## config.mk

```make
export PLATFORM = sky130hd
export DESIGN_NAME = simple_cpu_core_flat
export DESIGN_NICKNAME = d
export VERILOG_FILES = /design/src/rtl/cpu_pkg.sv /design/src/rtl/simple_cpu_core_if.sv /design/src/rtl/reg_file_8x8.sv /design/src/rtl/simple_cpu_core.sv /design/src/flat_wrapper.sv
export SDC_FILE = /design/constraint.sdc
export NUM_CORES = 1
export LEC_CHECK = 0
export CAP_MARGIN = 25
export CORE_ASPECT_RATIO = 0.8
export CORE_MARGIN = 2
export CORE_UTILIZATION = 54
export CTS_CLUSTER_SIZE = 16
export DETAILED_ROUTE_END_ITERATION = 12
export HOLD_SLACK_MARGIN = 0.1
export PLACE_DENSITY = 0.78
export SYNTH_ARGS = -nofsm -noshare
export SYNTH_HDL_FRONTEND = slang
export SYNTH_SLANG_ARGS = --single-unit
export TNS_END_PERCENT = 50
```

## constraint.sdc

```tcl
create_clock -name CLK -period 4.2 [get_ports CLK]
set_clock_uncertainty 0.2 [all_clocks]
set_input_delay 0.84 -clock CLK [delete_from_list [all_inputs] [get_ports CLK]]
set_output_delay 0.84 -clock CLK [all_outputs]
set_load 0.1 [all_outputs]
```

## src/rtl/cpu_pkg.sv

```systemverilog
// Shared definitions for simple_cpu_core: opcodes, instruction field positions, ALU operations.
package cpu_pkg;

  localparam int unsigned NREG = 8;
  localparam int unsigned DW   = 8;

  localparam logic [7:0] OP_LOADI = 8'h00;
  localparam logic [7:0] OP_MOV   = 8'h01;
  localparam logic [7:0] OP_ADD   = 8'h02;
  localparam logic [7:0] OP_SUB   = 8'h03;
  localparam logic [7:0] OP_AND   = 8'h04;
  localparam logic [7:0] OP_OR    = 8'h05;
  localparam logic [7:0] OP_J     = 8'h06;
  localparam logic [7:0] OP_BEQ   = 8'h07;
  localparam logic [7:0] OP_BNE   = 8'h08;

  localparam int unsigned OP_MSB   = 31;
  localparam int unsigned OP_LSB   = 24;
  localparam int unsigned DEST_MSB = 23;
  localparam int unsigned DEST_LSB = 16;
  localparam int unsigned SRC1_MSB = 15;
  localparam int unsigned SRC1_LSB = 8;
  localparam int unsigned SRC2_MSB = 7;
  localparam int unsigned SRC2_LSB = 0;

  typedef enum logic [1:0] {FWD, ADD, AND, OR} alu_op_t;

endpackage

```

## src/rtl/simple_cpu_core_if.sv

```systemverilog
// Instruction fetch bus: the core drives the PC, the memory side returns the word at that PC.
interface simple_cpu_core_if;
  logic [31:0] pc;
  logic [31:0] instruction;

  modport master (output pc, input instruction);
  modport slave  (input pc, output instruction);
endinterface

```

## src/rtl/reg_file_8x8.sv

```systemverilog
// 8x8-bit register file: two asynchronous read ports, one synchronous write port,
// asynchronous active-low clear.
module reg_file_8x8
  import cpu_pkg::*;
(
  input  logic          clk_i,
  input  logic          rst_ni,
  input  logic          we_i,
  input  logic [2:0]    waddr_i,
  input  logic [DW-1:0] wdata_i,
  input  logic [2:0]    raddr1_i,
  input  logic [2:0]    raddr2_i,
  output logic [DW-1:0] rdata1_o,
  output logic [DW-1:0] rdata2_o
);

  logic [NREG-1:0][DW-1:0] regs_q;

  always_ff @(posedge clk_i or negedge rst_ni) begin
    if (!rst_ni) begin
      regs_q <= '0;
    end else if (we_i) begin
      regs_q[waddr_i] <= wdata_i;
    end
  end

  assign rdata1_o = regs_q[raddr1_i];
  assign rdata2_o = regs_q[raddr2_i];

endmodule

```

## src/rtl/simple_cpu_core.sv

```systemverilog
// Single-cycle 8-bit CO224 core: combinational decode/ALU from the fetched word, PC and
// register write on the rising edge. Define BNE_EN to add the bne opcode (0x08).
module simple_cpu_core
  import cpu_pkg::*;
(
  input  logic               CLK,
  input  logic               RESET,
  simple_cpu_core_if.master  bus
);

  logic [7:0]    op, dest, src1, src2;
  logic [DW-1:0] rd1, rd2, opb, alu_y;
  logic          we, take_branch;
  alu_op_t       alu_op;
  logic [31:0]   pc_q, pc_d, pc_plus4, br_target;
  logic          unused_src1_hi;

  assign op   = bus.instruction[OP_MSB:OP_LSB];
  assign dest = bus.instruction[DEST_MSB:DEST_LSB];
  assign src1 = bus.instruction[SRC1_MSB:SRC1_LSB];
  assign src2 = bus.instruction[SRC2_MSB:SRC2_LSB];
  assign unused_src1_hi = ^src1[7:3];

  reg_file_8x8 u_rf (
    .clk_i    (CLK),
    .rst_ni   (RESET),
    .we_i     (we),
    .waddr_i  (dest[2:0]),
    .wdata_i  (alu_y),
    .raddr1_i (src1[2:0]),
    .raddr2_i (src2[2:0]),
    .rdata1_o (rd1),
    .rdata2_o (rd2)
  );

  always_comb begin
    we          = 1'b0;
    take_branch = 1'b0;
    alu_op      = FWD;
    opb         = rd2;
    case (op)
      OP_LOADI: begin we = 1'b1; opb = src2; end
      OP_MOV:   we = 1'b1;
      OP_ADD:   begin we = 1'b1; alu_op = ADD; end
      // Subtraction reuses the adder with the two's-complement negation of R2.
      OP_SUB:   begin we = 1'b1; alu_op = ADD; opb = ~rd2 + 8'd1; end
      OP_AND:   begin we = 1'b1; alu_op = AND; end
      OP_OR:    begin we = 1'b1; alu_op = OR; end
      OP_J:     take_branch = 1'b1;
      OP_BEQ:   take_branch = (rd1 == rd2);
`ifdef BNE_EN
      OP_BNE:   take_branch = (rd1 != rd2);
`endif
      default:  ;
    endcase
  end

  always_comb begin
    alu_y = opb;
    case (alu_op)
      FWD:     alu_y = opb;
      ADD:     alu_y = rd1 + opb;
      AND:     alu_y = rd1 & opb;
      OR:      alu_y = rd1 | opb;
      default: alu_y = opb;
    endcase
  end

  // Branch offset counts instruction words, so it is sign-extended and scaled by 4.
  assign pc_plus4  = pc_q + 32'd4;
  assign br_target = pc_plus4 + {{22{dest[7]}}, dest, 2'b00};
  assign pc_d      = take_branch ? br_target : pc_plus4;

  always_ff @(posedge CLK or negedge RESET) begin
    if (!RESET) begin
      pc_q <= '0;
    end else begin
      pc_q <= pc_d;
    end
  end

  assign bus.pc = pc_q;

endmodule

```

## src/flat_wrapper.sv

```systemverilog
// flat-port wrapper written by rule: the top's interface ports become plain ports
module simple_cpu_core_flat import cpu_pkg::*;
  (CLK, RESET, bus_pc, bus_instruction);
  simple_cpu_core_if bus_i ();
  input  logic CLK;
  input  logic RESET;
  output wire logic [$bits(bus_i.pc)-1:0] bus_pc;
  input wire logic [$bits(bus_i.instruction)-1:0] bus_instruction;
  assign bus_pc = bus_i.pc;
  assign bus_i.instruction = bus_instruction;
  simple_cpu_core u_core (.CLK(CLK), .RESET(RESET), .bus(bus_i));
endmodule
```

=== Word-level counts from Yosys, hierarchy flattened ===
Index checks and enable logic that the tools add are counted.
Widths: inputs -> output; s select.

* Memory bits (writable): 0
* ROM bits: 0
* Bits in latches: 0
* Memories: 0
* Output and inout bits: 32
* Register bits after elaboration: 96

* Divide/modulo/power cells: 0
* Reduce and logical (&&, ||, !) cells: 5
* Equal/unequal tests: 11
* Add/sub/neg operators: 4
* Shift-type cells: 0
* Muxes and demuxes: 13
* Multiply operators: 0
* Bitwise gates (word level): 3
* Order comparisons: 4

{| class="wikitable"
|+ Operators by type and width
! cell !! number
|-
| $bwmux 64 || 1
|-
| $bmux 8 s3 || 2
|-
| $add 32x3->32 const B || 1
|-
| $add 32x32->32 || 1
|-
| $eq 8x3->1 const B || 4
|-
| $mux 32 || 1
|-
| $pmux 8 s4 || 1
|-
| $demux 8 s3 || 1
|-
| $mux 8 || 3
|-
| $eq 8x2->1 const B || 2
|-
| $pmux 8 s2 || 1
|-
| $lt 3x4->1 const B || 3
|-
| $add 8x1->8 const B || 1
|-
| $add 8x8->8 || 1
|-
| $and 8x8->8 || 1
|-
| $eq 8x1->1 const B || 1
|-
| $eq 8x8->1 || 1
|-
| $logic_not 8->1 || 1
|-
| $not 8->8 || 1
|-
| $or 8x8->8 || 1
|-
| $pmux 2 s3 || 1
|-
| $reduce_or 6->1 || 1
|-
| $eq 2x2->1 const B || 2
|-
| $ge 3x1->1 const B || 1
|-
| other kinds (6) || 6
|}

=== Logic depth before layout (Yosys ltp) ===
* Depth in word-level cells: 8
* Mapped depth: 18
* Gate-level depth less buffers: 16

=== Cells and area by module ===
Synthesis repeated with hierarchy kept, for this count alone.

* Cell total of the unflattened synthesis: 768
* Area, all modules: 7931.4 um^2

{| class="wikitable"
|+ Modules (own cells, without submodules)
! module !! sequential area each (um^2) !! cells each !! area each (um^2) !! times used
|-
| simple_cpu_core || 750.7 || 567 || 4391.7 || 1
|-
| reg_file_8x8 || 1601.5 || 201 || 3539.6 || 1
|}

=== Worst setup path before layout ===
No wires, ideal clock.

* Path kind: input to register
* From: in bus_instruction[0]
* To: reg u_core.u_rf.regs_q[14] in the netlist's numbering
* Required time: 3861 ps
* Slack: -1062 ps
* Data arrival time: 4923 ps
* Stages: 18
* Path through: buf_6 -> buf_2 -> buf_2 -> mux4_2 -> mux2i_1 -> ha_1 -> or3_1 -> a21oi_1 -> nor2_1 -> fa_1 -> nand2_1 -> nor2_1 -> nand4_1 -> nand3_1 -> a311oi_1 -> xnor2_1 -> a221oi_2 -> o21ai_1

* Longest elaborated chain between the ends: 8
* Elaborated cells on any way between the ends: 10
* Classes of those cells: add/sub: 2; mux: 5; bitwise: 3

{| class="wikitable"
|+ Ends and longest elaborated chain
! item !! line !! RTL
|-
| start, declared || flat_wrapper.sv:8 || <nowiki>input wire logic [$bits(bus_i.instruction)-1:0] bus_instruction;</nowiki>
|-
| $bmux 8 s3 || reg_file_8x8.sv:28 || <nowiki>assign rdata2_o = regs_q[raddr2_i];</nowiki>
|-
| $mux 8 (not written as such) || reg_file_8x8.sv:28 ||
|-
| $not 8->8 || simple_cpu_core.sv:46 || <nowiki>OP_SUB: begin we = 1'b1; alu_op = ADD; opb = ~rd2 + 8'd1; end</nowiki>
|-
| $add 8x1->8 || simple_cpu_core.sv:46 ||
|-
| $pmux 8 s2 (*) || simple_cpu_core.sv:41 || <nowiki>case (op)</nowiki>
|-
| $add 8x8->8, or another cell as far along || simple_cpu_core.sv:62 || <nowiki>ADD: alu_y = rd1 + opb;</nowiki>
|-
| $pmux 8 s4 (*) || simple_cpu_core.sv:60 || <nowiki>case (alu_op)</nowiki>
|-
| $bwmux 64 (*) || reg_file_8x8.sv:23 || <nowiki>regs_q[waddr_i] <= wdata_i;</nowiki>
|-
| end signal, assigned by index || reg_file_8x8.sv:23 ||
|-
| end, declared || reg_file_8x8.sv:17 || <nowiki>logic [NREG-1:0][DW-1:0] regs_q;</nowiki>
|}

Mark *: on every way between the ends. The rest lies on a longest branch, timed or not. The select of a mux whose other input is x is not followed.
A chain may end at the register's enable or synchronous reset.

=== Worst setup path after layout ===
* From: in bus_instruction[0]
* To: reg u_core.u_rf.regs_q[30] in the netlist's numbering

The elaborated chain is that of the path after synthesis.

==> flow_summary.ini <==
[worst_hold_path]
hold_path.class = in -> async

[route]
vias_per_cell = 6.28
drt-total-wl_um = 25200
ant_nets = 0
drt_iter0_drc = 813
num_vias = 8003
drtPass1Iterations = 9
drc = 6
wl_per_cell_um = 19.7

[cts]
hold_buffers = 0
htreeDepth = 3
cts.clk_slew.worst_paths_ns = 0.07
numCtsBuffers = 9
clkSinkCount = 94
clock-root-buffer = clkbuf_16
cts_tree = yes
clock_path_buffers = 2
insertion_delay_ns = 0.36

[cells_and_area]
diodes = 0
fillers = 967
regArea_mm2 = 0.00235
multiInputGateArea_mm2 = 0.00564
final_net_count = 1167
areaGrowthSynthToFinish_pct = 34.1
layout_common_cells = 178 x buf_4, 105 x nand2_1, 93 x dfrtp_1
final_layout_size_suffix_gt1_frac = 0.304
postLayoutCoreUtil = 0.745
final_common_cell = buf_4
stdcell_area_mm2 = 0.0107

[placed_design]
dp_hpwl_um = 18100
place_area_mm2 = 0.0100
place.gp.congestion = 1.00
io_buffers = 58

[pwr]
p_leak_nw = 5.03
power_frac_comb = 0.530
seqPwrFrac = 0.256
switching_share = 0.441
power_density_mw_per_mm2 = 387
vdd.ir_drop.worst_mv = 0.271
power.switching_mw = 1.83
pwr-share-clk = 0.214
internal_power_mw = 2.32

[sta]
fmax_mhz = 230
min_period_ns = 4.35
slew_viol_final = 0
rsz0062_at_grt = true
fin_ws_ns = -0.146
final_hold_viol_count = 0
max-slew-margin-rel = 0.334
setup_viol = 24
fin_crit_sh = 1.03
worst_pin_slew_ns = 0.996

[yosys]
synth.distinct_cells = 75
synth_area_per_cell_um2 = 9.10
synth-seq-area-share = 0.294
yosys_warnings = 0
yosys_register_bits = 94
yosys_most_used_dff = dfrtp_1
synth_edf_count = 0
syn_area_mm2 = 0.00800
synthArstFlopShare = 1.00
synth_cells = 879

[die]
rows = 39
initial_core_util = 0.556
pin_count = 66
chipHeight_um = 113
core_area_mm2 = 0.0144
fp.dieW_um = 140
fp.dieArea_mm2 = 0.0158

[critical_path]
cp.required_ns = 4.23
crit_path_end_kind = flop
critPathMaxFanout = 8
cp.arrival_ns = 4.37
start_kind = input pin
setup.worst_path.class = in -> reg

[global_route]
overflow = 0
grt_pass1_vias = 7891
grt_pass1_wl_um = 40300
grt_start_max_net_pins = 55
grt_use_total = 0.321
antenna_found_initial = 0

[outcome]
status = finished with violations
violations = DRC, setup timing

[run]
cap_violations = 0
worst paths after layout:
| kind | cells after the start | endpoint | from | slack (ns) |
|---|---|---|---|---|
| setup / recovery | 15 | u_core.u_rf.regs_q[30] | bus_instruction[0] | -0.15 |
| hold / removal | 1 | u_core.u_rf.regs_q[6] | RESET | 0.32 |
| setup reg to reg | 14 | u_core.u_rf.regs_q[30] | u_core.u_rf.regs_q[58] | 0.03 |
| hold reg to reg | 2 | u_core.u_rf.regs_q[22] | u_core.u_rf.regs_q[22] | 0.32 |
| max in group asynchronous | 2 | u_core.bus.pc[2] | RESET | 2.60 |
| min in group CLK | 2 | u_core.u_rf.regs_q[22] | u_core.u_rf.regs_q[22] | 0.32 |
cells in the mapped netlist (7+ instances only):
cell type | instances | share of area
o21ai_1 | 7 | 0.0044
nor2_1 | 72 | 0.034
nor4_1 | 10 | 0.0078
mux2_2 | 30 | 0.042
o21ai_0 | 40 | 0.025
dfrtp_1 | 94 | 0.29
a21oi_1 | 49 | 0.031
nor3_1 | 16 | 0.010
inv_1 | 30 | 0.014
nand3_1 | 24 | 0.015
and2_1 | 8 | 0.0063
clkbuf_1 | 40 | 0.019
and3_1 | 9 | 0.0070
nand4_1 | 13 | 0.010
o21bai_1 | 8 | 0.0075
ha_1 | 45 | 0.070
nand2_1 | 107 | 0.050
a31oi_1 | 7 | 0.0055
mux4_2 | 32 | 0.090
mux2i_1 | 31 | 0.039
nand2b_1 | 7 | 0.0055
xnor2_1 | 49 | 0.054
a211oi_1 | 8 | 0.0075
xor2_1 | 15 | 0.016
a21o_1 | 16 | 0.015
final cells by class:
class | instances | area share
timing repair buffer | 245 | 0.194
multi-input combinational | 706 | 0.526
clock inverter | 6 | 0.00700
clock buffer | 10 | 0.0223
tap | 184 | 0.0215
inverter | 30 | 0.0105
sequential | 94 | 0.219
per-layer routing:
metal	part of all wire	vias up	wire length (um)	GRT usage
met2	0.44	423	11100	0.490
met5	0	-	0	0
met3	0.089	75	2250	0.0825
met1	0.43	3869	10900	0.449
li1	-	3636	-	-
met4	0.035	0	877	0.110
per-stage QoR:
stage          power (mW)  worst slack (ns)  cells  setup TNS, ns  hold slack (ns)
2_1_floorplan        2.56            -0.486    880         -15.26            0.261
3_3_place_gp         3.17            -0.951   1248         -47.95            0.281
3_5_place_dp         3.21             -1.09   1248         -54.37            0.298
4_1_cts              4.12           -0.0679   1274          -1.01            0.318
5_1_grt              4.36            -0.230   1275          -4.69            0.347
6_report             4.15            -0.146   1275          -2.45            0.318
cells by family after synthesis:
group,count (synthesis),synth area share
other cells,1,0.000469
fa+ha+maj,47,0.0754
simple gates,300,0.178
buf+inv,80,0.0397
mux,99,0.180
xor+xnor,64,0.0700
compound gates,194,0.162
flops,94,0.294
power by group through the flow:
stage	Clock, mW	Combinational [mW]	Sequential, mW
after floorplan	0	0.894	1.66
after global placement	0	2.10	1.07
after detailed placement	0	2.14	1.08
after CTS	0.900	2.16	1.06
after global routing	0.930	2.35	1.07
final	0.888	2.20	1.06
flip-flops by register name, indices dropped and copies added, names as in the netlist:
name / count
u_core.u_rf.regs_q: 64
u_core.bus.pc: 30
repair_timing:
item	in CTS	in global routing
setup buffers	9	2
setup endpoints to repair	60	43
resized for setup	49	33
endpoints found under the hold margin	0	0
gates cloned	1	0
pin swaps	28	18
critical path: stages:
cell and delay (ns):
buf_12 0.10, mux4_2 0.52, mux2_4 0.30, or4_4 0.53
o211a_1 0.26, a211oi_2 0.19, ha_1 0.31, nand2_2 0.11
a311o_1 0.15, nand3_2 0.10, a311oi_2 0.28, xnor2_1 0.13
a221oi_2 0.25, buf_4 0.21, a21oi_1 0.08
No activity file was read; power rests on OpenSTA's default activity.
